--- config.mk ---
export PLATFORM = sky130hd
export DESIGN_NAME = b06_eql_gen_flat
export DESIGN_NICKNAME = d
export VERILOG_FILES = /design/src/rtl/b06_eql_gen_if.sv /design/src/rtl/b06_eql_gen.sv /design/src/flat_wrapper.sv
export SDC_FILE = /design/constraint.sdc
export NUM_CORES = 1
export LEC_CHECK = 0
export BUFFER_PORTS_ARGS = -buffer_cell sky130_fd_sc_hd__clkbuf_2
export CORE_MARGIN = 2
export CORE_UTILIZATION = 50
export CTS_CLUSTER_SIZE = 24
export DETAILED_ROUTE_END_ITERATION = 8
export PLACE_DENSITY = 0.76
export REMOVE_ABC_BUFFERS = 1
export SETUP_SLACK_MARGIN = 0.2
export SYNTH_ARGS = -nofsm -noshare
export SYNTH_HDL_FRONTEND = slang
export SYNTH_SLANG_ARGS = --single-unit
--- constraint.sdc ---
create_clock -name clock -period 2 [get_ports clock]
set_clock_uncertainty 0.2 [all_clocks]
set_input_delay 0.6 -clock clock [delete_from_list [all_inputs] [get_ports clock]]
set_output_delay 0.6 -clock clock [all_outputs]
set_load 0.01 [all_outputs]
--- src/rtl/b06_eql_gen_if.sv ---
// b06_eql_gen_if: valid/ready word handshake into the b06 operand-compare stage.
// The master drives words, the slave (b06_eql_gen) accepts them.
interface b06_eql_gen_if #(
    parameter int DATA_W = 8
);
    logic              in_valid;
    logic              in_ready;
    logic [DATA_W-1:0] in_data;

    modport master (
        output in_valid,
        output in_data,
        input  in_ready
    );

    modport slave (
        input  in_valid,
        input  in_data,
        output in_ready
    );
endinterface

--- src/rtl/b06_eql_gen.sv ---
// b06_eql_gen: operand-compare and count stage for the b06 interrupt-handshake
// controller. Words arrive over a valid/ready handshake, are compared against a
// loadable reference, and the result is held on eql until acknowledged.
// A separate count-enable counter drives cont_eql.
// Optional feature macro: B06_EQL_CONT_WRAP_EN (counter wraps to 0 after the
// limit instead of saturating; cont_eql becomes a one-cycle pulse).
module b06_eql_gen #(
    parameter int DATA_W     = 8,
    parameter int CNT_W      = 4,
    parameter int CONT_LIMIT = 9
) (
    input  logic                 clock,
    input  logic                 reset_n,
    b06_eql_gen_if.slave         in_if,
    input  logic                 ref_load,
    input  logic [DATA_W-1:0]    ref_data,
    input  logic                 enable_count,
    input  logic                 ackout,
    output logic                 eql,
    output logic                 cont_eql,
    output logic [CNT_W-1:0]     cnt_value
);

    localparam logic [CNT_W-1:0] LIMIT = CNT_W'(CONT_LIMIT);

    typedef enum logic [1:0] {
        IDLE  = 2'd0,
        HOLD  = 2'd1,
        DRAIN = 2'd2
    } state_t;

    state_t              state_q;
    logic                in_ready_q;
    logic                eql_q;
    logic [DATA_W-1:0]   ref_q,    ref_d;
    logic [DATA_W-1:0]   sample_q, sample_d;
    logic [CNT_W-1:0]    cnt_q,    cnt_d;
    logic                cont_eql_q, cont_eql_d;

    // Next-state for the reference, sample and count registers.
    always_comb begin
        ref_d      = ref_q;
        sample_d   = sample_q;
        cnt_d      = '0;
        cont_eql_d = 1'b0;

        if (ref_load) begin
            ref_d = ref_data;
        end

        if (state_q == IDLE && in_if.in_valid) begin
            sample_d = in_if.in_data;
        end

        // Any cycle with enable_count low clears the count; otherwise advance,
        // either sticking at the limit or wrapping past it.
        if (enable_count) begin
            if (cnt_q == LIMIT) begin
`ifdef B06_EQL_CONT_WRAP_EN
                cnt_d = '0;
`else
                cnt_d = LIMIT;
`endif
            end else begin
                cnt_d = cnt_q + CNT_W'(1);
            end
        end

        // Registered from the next count so cont_eql rises on the same edge
        // that the count reaches the limit.
        cont_eql_d = (cnt_d == LIMIT);
    end

    // Reference, sample and count registers.
    always_ff @(posedge clock or negedge reset_n) begin
        if (!reset_n) begin
            ref_q      <= '0;
            sample_q   <= '0;
            cnt_q      <= '0;
            cont_eql_q <= 1'b0;
        end else begin
            ref_q      <= ref_d;
            sample_q   <= sample_d;
            cnt_q      <= cnt_d;
            cont_eql_q <= cont_eql_d;
        end
    end

    // Handshake FSM with registered in_ready and eql; eql is only ever high
    // while sitting in HOLD, so the controller always sees it drop in DRAIN.
    always_ff @(posedge clock or negedge reset_n) begin
        if (!reset_n) begin
            state_q    <= IDLE;
            in_ready_q <= 1'b1;
            eql_q      <= 1'b0;
        end else begin
            case (state_q)
                IDLE: begin
                    eql_q <= 1'b0;
                    if (in_if.in_valid) begin
                        state_q    <= HOLD;
                        in_ready_q <= 1'b0;
                    end else begin
                        in_ready_q <= 1'b1;
                    end
                end
                HOLD: begin
                    in_ready_q <= 1'b0;
                    if (ackout) begin
                        state_q <= DRAIN;
                        eql_q   <= 1'b0;
                    end else begin
                        // Compare against the reference held at the start of
                        // this cycle; a same-cycle ref_load shows next edge.
                        eql_q <= (sample_q == ref_q);
                    end
                end
                DRAIN: begin
                    eql_q <= 1'b0;
                    if (!ackout) begin
                        state_q    <= IDLE;
                        in_ready_q <= 1'b1;
                    end else begin
                        in_ready_q <= 1'b0;
                    end
                end
                default: begin
                    state_q    <= IDLE;
                    in_ready_q <= 1'b1;
                    eql_q      <= 1'b0;
                end
            endcase
        end
    end

    assign in_if.in_ready = in_ready_q;
    assign eql            = eql_q;
    assign cont_eql       = cont_eql_q;
    assign cnt_value      = cnt_q;

endmodule

--- src/flat_wrapper.sv ---
// flat-port wrapper written by rule: the top's interface ports become plain ports
module b06_eql_gen_flat 
#(
    parameter int DATA_W     = 8,
    parameter int CNT_W      = 4,
    parameter int CONT_LIMIT = 9
)
  (clock, reset_n, ref_load, ref_data, enable_count, ackout, eql, cont_eql, cnt_value, in_if_in_valid, in_if_in_data, in_if_in_ready);
  b06_eql_gen_if #(.DATA_W(DATA_W)) in_if_i ();
  input  logic clock;
  input  logic reset_n;
  input  logic ref_load;
  input  logic [DATA_W-1:0] ref_data;
  input  logic enable_count;
  input  logic ackout;
  output logic eql;
  output logic cont_eql;
  output logic [CNT_W-1:0] cnt_value;
  input wire logic [$bits(in_if_i.in_valid)-1:0] in_if_in_valid;
  input wire logic [$bits(in_if_i.in_data)-1:0] in_if_in_data;
  output wire logic [$bits(in_if_i.in_ready)-1:0] in_if_in_ready;
  assign in_if_i.in_valid = in_if_in_valid;
  assign in_if_i.in_data = in_if_in_data;
  assign in_if_in_ready = in_if_i.in_ready;
  b06_eql_gen #(.DATA_W(DATA_W), .CNT_W(CNT_W), .CONT_LIMIT(CONT_LIMIT)) u_core (.clock(clock), .reset_n(reset_n), .in_if(in_if_i), .ref_load(ref_load), .ref_data(ref_data), .enable_count(enable_count), .ackout(ackout), .eql(eql), .cont_eql(cont_eql), .cnt_value(cnt_value));
endmodule
==> summary.md, run 1 <==
| Metric | Value |
|---|---|
| Status | complete, no violations |
| Most common cell after layout, fill and taps aside | clkbuf_2 |
| Fill cell count | 168 |
| Critical path's largest stage delay | 0.55 ns |
| Combined flip-flop and latch cell area | 627 um^2 |
| Worst setup slack for register-to-register paths | 0.47 ns |
| Clock buffer count from CTS | 3 |
| Multiplexer area fraction after synthesis | 16.6% |
| DIE HEIGHT | 50.6 um |
| Via count | 707 |
| Hold WC Path Type | input port to async pin |
| GRT Util Overall | 15.5% |
| Number of endpoints failing setup at the final stage | 0 |
| Initial antenna violation count | 0 |
| Final layout net count | 135 |
| Leading cell types in the layout, fill and taps excluded | clkbuf_2 (27), dfrtp_1 (24), mux2_2 (16) |
| Quantity of I/O buffers inserted on ports | 28 |
| RR Endpoint | u_core.sample_q[3] |
| Bufs on Longest Clock Path | 2 |
| Total buffers and inverters traversed by the critical path | 1 |
| Num Clock Sinks | 25 |
| DIE WIDTH | 50.6 um |
| Gate family responsible for the most delay along the worst path | flip-flops |
| Number of different library cells in the post-synthesis netlist | 25 |
| Startpoint of the most critical register-to-register path | u_core.state_q[1] |
| Leakage power figure | 0.597 nW |
| Final-report max-slew violation count | 0 |
| Antenna diode count | 0 |
| Crit path capture type | output port |
| Dpl hpwl | 1290 um |
| GR Overflow Total | 0 |
| Floorplan Core Area | 2000 um^2 |
| Min Tclk post-route | 1.74 ns |
| Arr. time, crit path | 0.94 ns |
| Post-synthesis share of cell area spent on full adders, half adders and majority gates | 2.31% |
| Via count of the first global-routing pass | 708 |
| Register area share after synthesis | 57.9% |
| Total routed wirelength | 1690 um |
| Final number of hold-violating endpoints | 0 |
| Fraction of final layout cells with drive strength greater than 1 | 46.4% |
| Total of flip-flops plus latches after synthesis | 25 |
| Post-synthesis to final-layout area growth | 19.4% |
| Area fraction in compound gates after synthesis | 3.12% |
| Worst Path Required | 1.20 ns |
| Normalized max-slew margin | 60.8% |
| Cells after Synth | 78 |
| Main combinational cell family by area after synthesis | multiplexers |
| Die area | 2560 um^2 |
| Std cell rows | 16 |
| TritonCTS clock tree | yes |
| Power density relative to cell area | 1050 nW/um^2 |
| RSZ-0062 raised after global routing | no |
| Max Fanout on Critical Path | 1 |
| Clock-pin slew on the worst setup and hold paths | 0.12 ns |
| Syn avg cell area | 13.9 um^2 |
| Setup crit start kind | register |
| Cell Chain, Critical Path | buf_6 |
| Drt pass-1 iters | 4 |
| RePlAce Congestion | 0.800 |
| Sum of negative setup slack | 0 ns |
| I/O pin count | 29 |
| Number of DRC markers in iteration 0 | 4 |
| Slew at the pin closest to its max-slew limit | 0.588 ns |
| Clock insertion delay at the later pin of the skew report | 0.30 ns |
| Yosys warns | 0 |
| Residual antenna-violating net count after detailed routing | 0 |
| Number of hold buffers added after CTS | 0 |
| Final worst path period share | 86.8% |
| Post-Synth Simple-Gate Area | 9.82% |
| Number of stages on the worst setup path | 1 |
| Wire length per cell | 12.3 um |
| Maximum achievable frequency | 576 MHz |
| Xor/xnor share of the synthesized area | 8.89% |
| Global-route wire length before repair | 2900 um |
| Worst-case vdd ir drop | 0.000592 V |
| Max cap viols | 0 |
| Worst reg2reg path depth | 3 |
| Total standard cell area after synthesis | 1080 um^2 |
| Maximum number of pins on one net before global-route repair | 26 |
| Area of combinational cells with multiple inputs | 442 um^2 |
| Initial cell density of the core | 54.1% |
| Worst hold slack across all endpoints | 0.0747 ns |
| DRC errors left | 0 |
| CTS root buf | clkbuf_4 |
| CP Class | register to output port |
| Max H-tree Level | 1 |
| Ratio of routed vias to standard cells | 5.16 |
| Cell type of the slowest stage on the worst timing path | dfstp_2 |
worst register-to-register path, stage by stage (launching register included):
cell and delay (ns):
dfrtp_1 0.47, nor3b_4 0.20, buf_4 0.21, mux2_2 0.35
logic make-up after synthesis:
| family | count (synthesis) |
|---|---|
| adder cells (fa/ha/maj) | 2 |
| flip-flops | 25 |
| multiplexers | 16 |
| XOR/XNOR | 11 |
| AND/OR/NAND/NOR | 15 |
| AO/OA/AOI/OAI | 5 |
| buffers and inverters | 4 |
cells in the mapped netlist, drive strengths merged:
master  instances  area share (%)
mux2           16              17
nand2b          1            0.58
a31oi           1            0.58
xor2            3             2.4
nand2           1            0.35
inv             3             1.0
nor2            1            0.35
o21ai           1            0.46
dfrtp          24              55
clkbuf          1            0.35
and3b           1            0.81
o21a            1            0.69
nor4            1            0.58
nand4           1            0.58
nand3b          1            0.69
a21boi          1            0.69
or2             1            0.58
dfstp           1             2.4
o31ai           1            0.69
ha              2             2.3
nand3           2            0.92
nor3b           4             3.8
nor2b           1            0.58
xnor2           8             6.5
how the worst max path moves through the flow:
| stage | startpoint | endpoint | slack (ns) |
|---|---|---|---|
| floorplan | in_if_in_valid | u_core.sample_q[0] | 0.38 |
| global placement | in_if_in_valid | u_core.sample_q[5] | 0.30 |
| detailed placement | in_if_in_valid | u_core.sample_q[0] | 0.27 |
| CTS | u_core.in_if.in_ready | in_if_in_ready | 0.23 |
| global route | u_core.in_if.in_ready | in_if_in_ready | 0.22 |
| finish | u_core.in_if.in_ready | in_if_in_ready | 0.26 |
sequential cells by signal (all words and copies together) (netlist names):
name and count:
u_core.state_q 2, u_core.eql 1, u_core.cnt_value 4, u_core.cont_eql 1
u_core.sample_q 8, u_core.in_if.in_ready 1, u_core.ref_q 8
per-stage QoR:
step	power, mW	util (%)	instance area [um^2]	worst slack (ns)	std cells
final	1.36	64.6	1290	0.264	137
after global routing	1.46	64.6	1290	0.218	137
after CTS	1.37	64.3	1290	0.230	137
after detailed placement	1.16	63.0	1260	0.269	133
after global placement	1.14	63.0	1260	0.297	133
after floorplan	1.04	-	1080	0.381	77
routing by layer:
layer	global-route usage (%)	vias to the layer above	share of wire (%)
met5	0	-	0
li1	-	335	-
met4	8.11	0	0.77
met3	3.27	2	5.7
met2	26.1	18	49
met1	18.5	352	45
report_power, final:
part / internal, mW / switching [mW]
sequential: 0.646 / 0.113
combinational: 0.253 / 0.142
clock: 0.0777 / 0.131
total: 0.977 / 0.386
area by class of cell:
type | instances | area share (%)
well taps | 27 | 2.61
clock buffers | 4 | 2.03
multi-input cells | 49 | 34.1
inverters | 3 | 0.870
flip-flops and latches | 25 | 48.5
repair buffers | 29 | 11.9
repair_timing:
item                       CTS  global route
gates resized for setup      0             2
setup buffers                0             0
setup endpoints to repair    0             1
Power figures use the tool's default switching activity.
==> run 2: changes to the inputs <==
Settings changed: CORE_UTILIZATION 50 to 53, CTS_BUF_LIST set to sky130_fd_sc_hd__clkbuf_8, PLACE_DENSITY 0.76 to 0.8.
==> run 2 against run 1 <==
  * Clock power increased by 35%
  * Non-clock buffer count unchanged
  * Clock-buffer cell count decreased by 1
  * Register-to-register slack improved by 0.02 ns
  * Sequential power decreased by 0.5%
  * Fmax increased by 2.4%
  * Cell count unchanged
  * Sequential share of layout area decreased by 0.46 points
  * Largest cell class unchanged
==> summary.md, run 2 (same netlist as run 1, synthesis figures left out) <==
| Metric | Value |
|---|---|
| Worst Path Required | 1.20 ns (about the same) |
| Final non-filler cell area | 1310 um^2 (+0.97%) |
| Worst-case vdd ir drop | 0.000575 V (-2.9%) |
| Worst setup slack for register-to-register paths | 0.49 ns (+0.02 ns) |
| Status | complete, no violations |
| Bufs on Longest Clock Path | 2 (unchanged) |
| Cell area reported after detailed placement | 1260 um^2 (unchanged) |
| Global-route wire length before repair | 3060 um (+5.7%) |
| CTS root buf | clkbuf_8 |
| Maximum number of pins on one net before global-route repair | 26 (unchanged) |
| Top layer in use | met4 |
| DRC errors left | 0 (unchanged) |
| Initial cell density of the core | 55.8% (+1.7 points) |
| GR Overflow Total | 0 (unchanged) |
| Max cap viols | 0 (unchanged) |
| Floorplan Core Area | 1940 um^2 (-3.0%) |
| Startpoint of the most critical register-to-register path | u_core.state_q[1] |
| Wire length per cell | 12.3 um (about the same) |
| Total buffers and inverters traversed by the critical path | 1 (unchanged) |
| Number of hold buffers added after CTS | 0 (unchanged) |
| Max H-tree Level | 1 (unchanged) |
| Worst Setup Slack, final | 0.305 ns (+0.0406 ns) |
| Clock-pin slew on the worst setup and hold paths | 0.08 ns (-0.04 ns) |
| Antenna diode count | 0 (unchanged) |
| RR Endpoint | u_core.sample_q[2] |
| Worst reg2reg path depth | 3 (unchanged) |
| Leakage power figure | 0.607 nW (+1.7%) |
| Initial antenna violation count | 0 (unchanged) |
| Final layout net count | 135 (unchanged) |
| Worst setup slack before clock tree synthesis | 0.287 ns (+0.0173 ns) |
| RSZ-0062 raised after global routing | no |
| Most common cell after layout, fill and taps aside | clkbuf_2 |
| Drt pass-1 iters | 4 (unchanged) |
| Total routed wirelength | 1690 um (about the same) |
| CP Class | register to output port |
| TritonCTS clock tree | yes |
| DIE HEIGHT | 49.2 um (-2.6%) |
| Via count | 690 (-2.4%) |
| Cell type of the slowest stage on the worst timing path | dfstp_2 |
| Residual antenna-violating net count after detailed routing | 0 (unchanged) |
| Num Clock Sinks | 25 (unchanged) |
| Post-cts repair resize count | 0 (unchanged) |
| Final worst path period share | 84.8% (-2.0 points) |
| Sum of negative setup slack | 0 ns (unchanged) |
| Number of DRC markers in iteration 0 | 7 (+3) |
| Gate family responsible for the most delay along the worst path | flip-flops |
| Std cell rows | 16 (unchanged) |
| Power density relative to cell area | 1080 nW/um^2 (+2.9%) |
| Power consumption | 1.42 mW (+3.9%) |
| Min Tclk post-route | 1.70 ns (-0.0406 ns) |
| Die area | 2420 um^2 (-5.2%) |
| I/O pin count | 29 (unchanged) |
| Quantity of I/O buffers inserted on ports | 28 (unchanged) |
| Hold WC Path Type | input port to async pin |
| Final-report max-slew violation count | 0 (unchanged) |
| DR WL met3 | 104 um (+8.3%) |
| Clock insertion delay at the later pin of the skew report | 0.26 ns (-0.04 ns) |
| Max Fanout on Critical Path | 1 (unchanged) |
| Setup crit start kind | register |
| Post-synthesis to final-layout area growth | 20.6% |
| Met1 wire length | 763 um (+1.3%) |
| Via count of the first global-routing pass | 720 (+1.7%) |
| Slew at the pin closest to its max-slew limit | 0.603 ns (+0.0146 ns) |
| Crit path capture type | output port |
| GRT Util Overall | 16.7% (+1.2 points) |
| Cell Chain, Critical Path | clkbuf_2 |
| Number of endpoints failing setup at the final stage | 0 (unchanged) |
| Final number of hold-violating endpoints | 0 (unchanged) |
| DIE WIDTH | 49.2 um (-2.6%) |
| Ratio of routed vias to standard cells | 5.04 (-2.4%) |
| Maximum achievable frequency | 590 MHz (+2.4%) |
| Normalized max-slew margin | 59.8% (-0.97 points) |
| Arr. time, crit path | 0.90 ns (-0.04 ns) |
| Met2 WL | 809 um (-1.9%) |
| Clock buffer count from CTS | 3 (unchanged) |
| Leading cell types in the layout, fill and taps excluded | clkbuf_2 (28), dfrtp_1 (24), mux2_2 (16) |
| Fraction of final layout cells with drive strength greater than 1 | 46.4% (unchanged) |
| Post-CTS setup buffer count | 0 (unchanged) |
| Critical path's largest stage delay | 0.52 ns (-0.03 ns) |
| RePlAce Congestion | 0.771 (-3.7%) |
[run 2: cell count changes in the layout (fill, tap and decap cells not counted)]
| cell | delta |
|---|---|
| buf_6 | -1 |
| clkbuf_1 | -1 |
| clkbuf_2 | +1 |
| clkbuf_4 | -3 |
| clkbuf_8 | +3 |
| inv_1 | +1 |
[run 2: where the power goes]
group          switching [mW]  internal [mW]
Combinational           0.136          0.242
Sequential              0.109          0.647
Clock                   0.145          0.137
Total                   0.390           1.03
[run 2: worst max-delay path by stage]
stage | from | endpoint | slack, ns | cells past startpoint
2_1_floorplan | in_if_in_valid | u_core.sample_q[0] | 0.38 | 2
3_3_place_gp | in_if_in_valid | u_core.sample_q[5] | 0.30 | 4
3_5_place_dp | in_if_in_valid | u_core.sample_q[2] | 0.29 | 4
4_1_cts | u_core.in_if.in_ready | in_if_in_ready | 0.30 | 1
5_1_grt | u_core.in_if.in_ready | in_if_in_ready | 0.27 | 1
6_report | u_core.in_if.in_ready | in_if_in_ready | 0.30 | 1
[run 2: layout make-up]
type / instances / area (um^2)
Fill cell: 162 / 636
Sequential cell: 25 / 627
Multi-Input combinational cell: 49 / 442
Timing Repair Buffer: 29 / 148
Clock buffer: 3 / 41.3
Tap cell: 27 / 33.8
Inverter: 3 / 11.3
Clock inverter: 1 / 3.75
[run 2: per-stage QoR]
stage / utilization (%) / std cells / hold WS (ns)
after floorplan: - / 77 / 0.104
after global placement: 64.9 / 133 / 0.311
after detailed placement: 64.9 / 133 / 0.318
after CTS: 67.3 / 137 / 0.149
after global routing: 67.3 / 137 / 0.188
final: 67.3 / 137 / 0.131
[run 2: layer usage]
layer  global-route usage (%)  up-vias
met1                     20.5      336
met4                     7.14        0
met5                        0        -
met2                     27.9       19
met3                     3.99        2
li1                         -      333
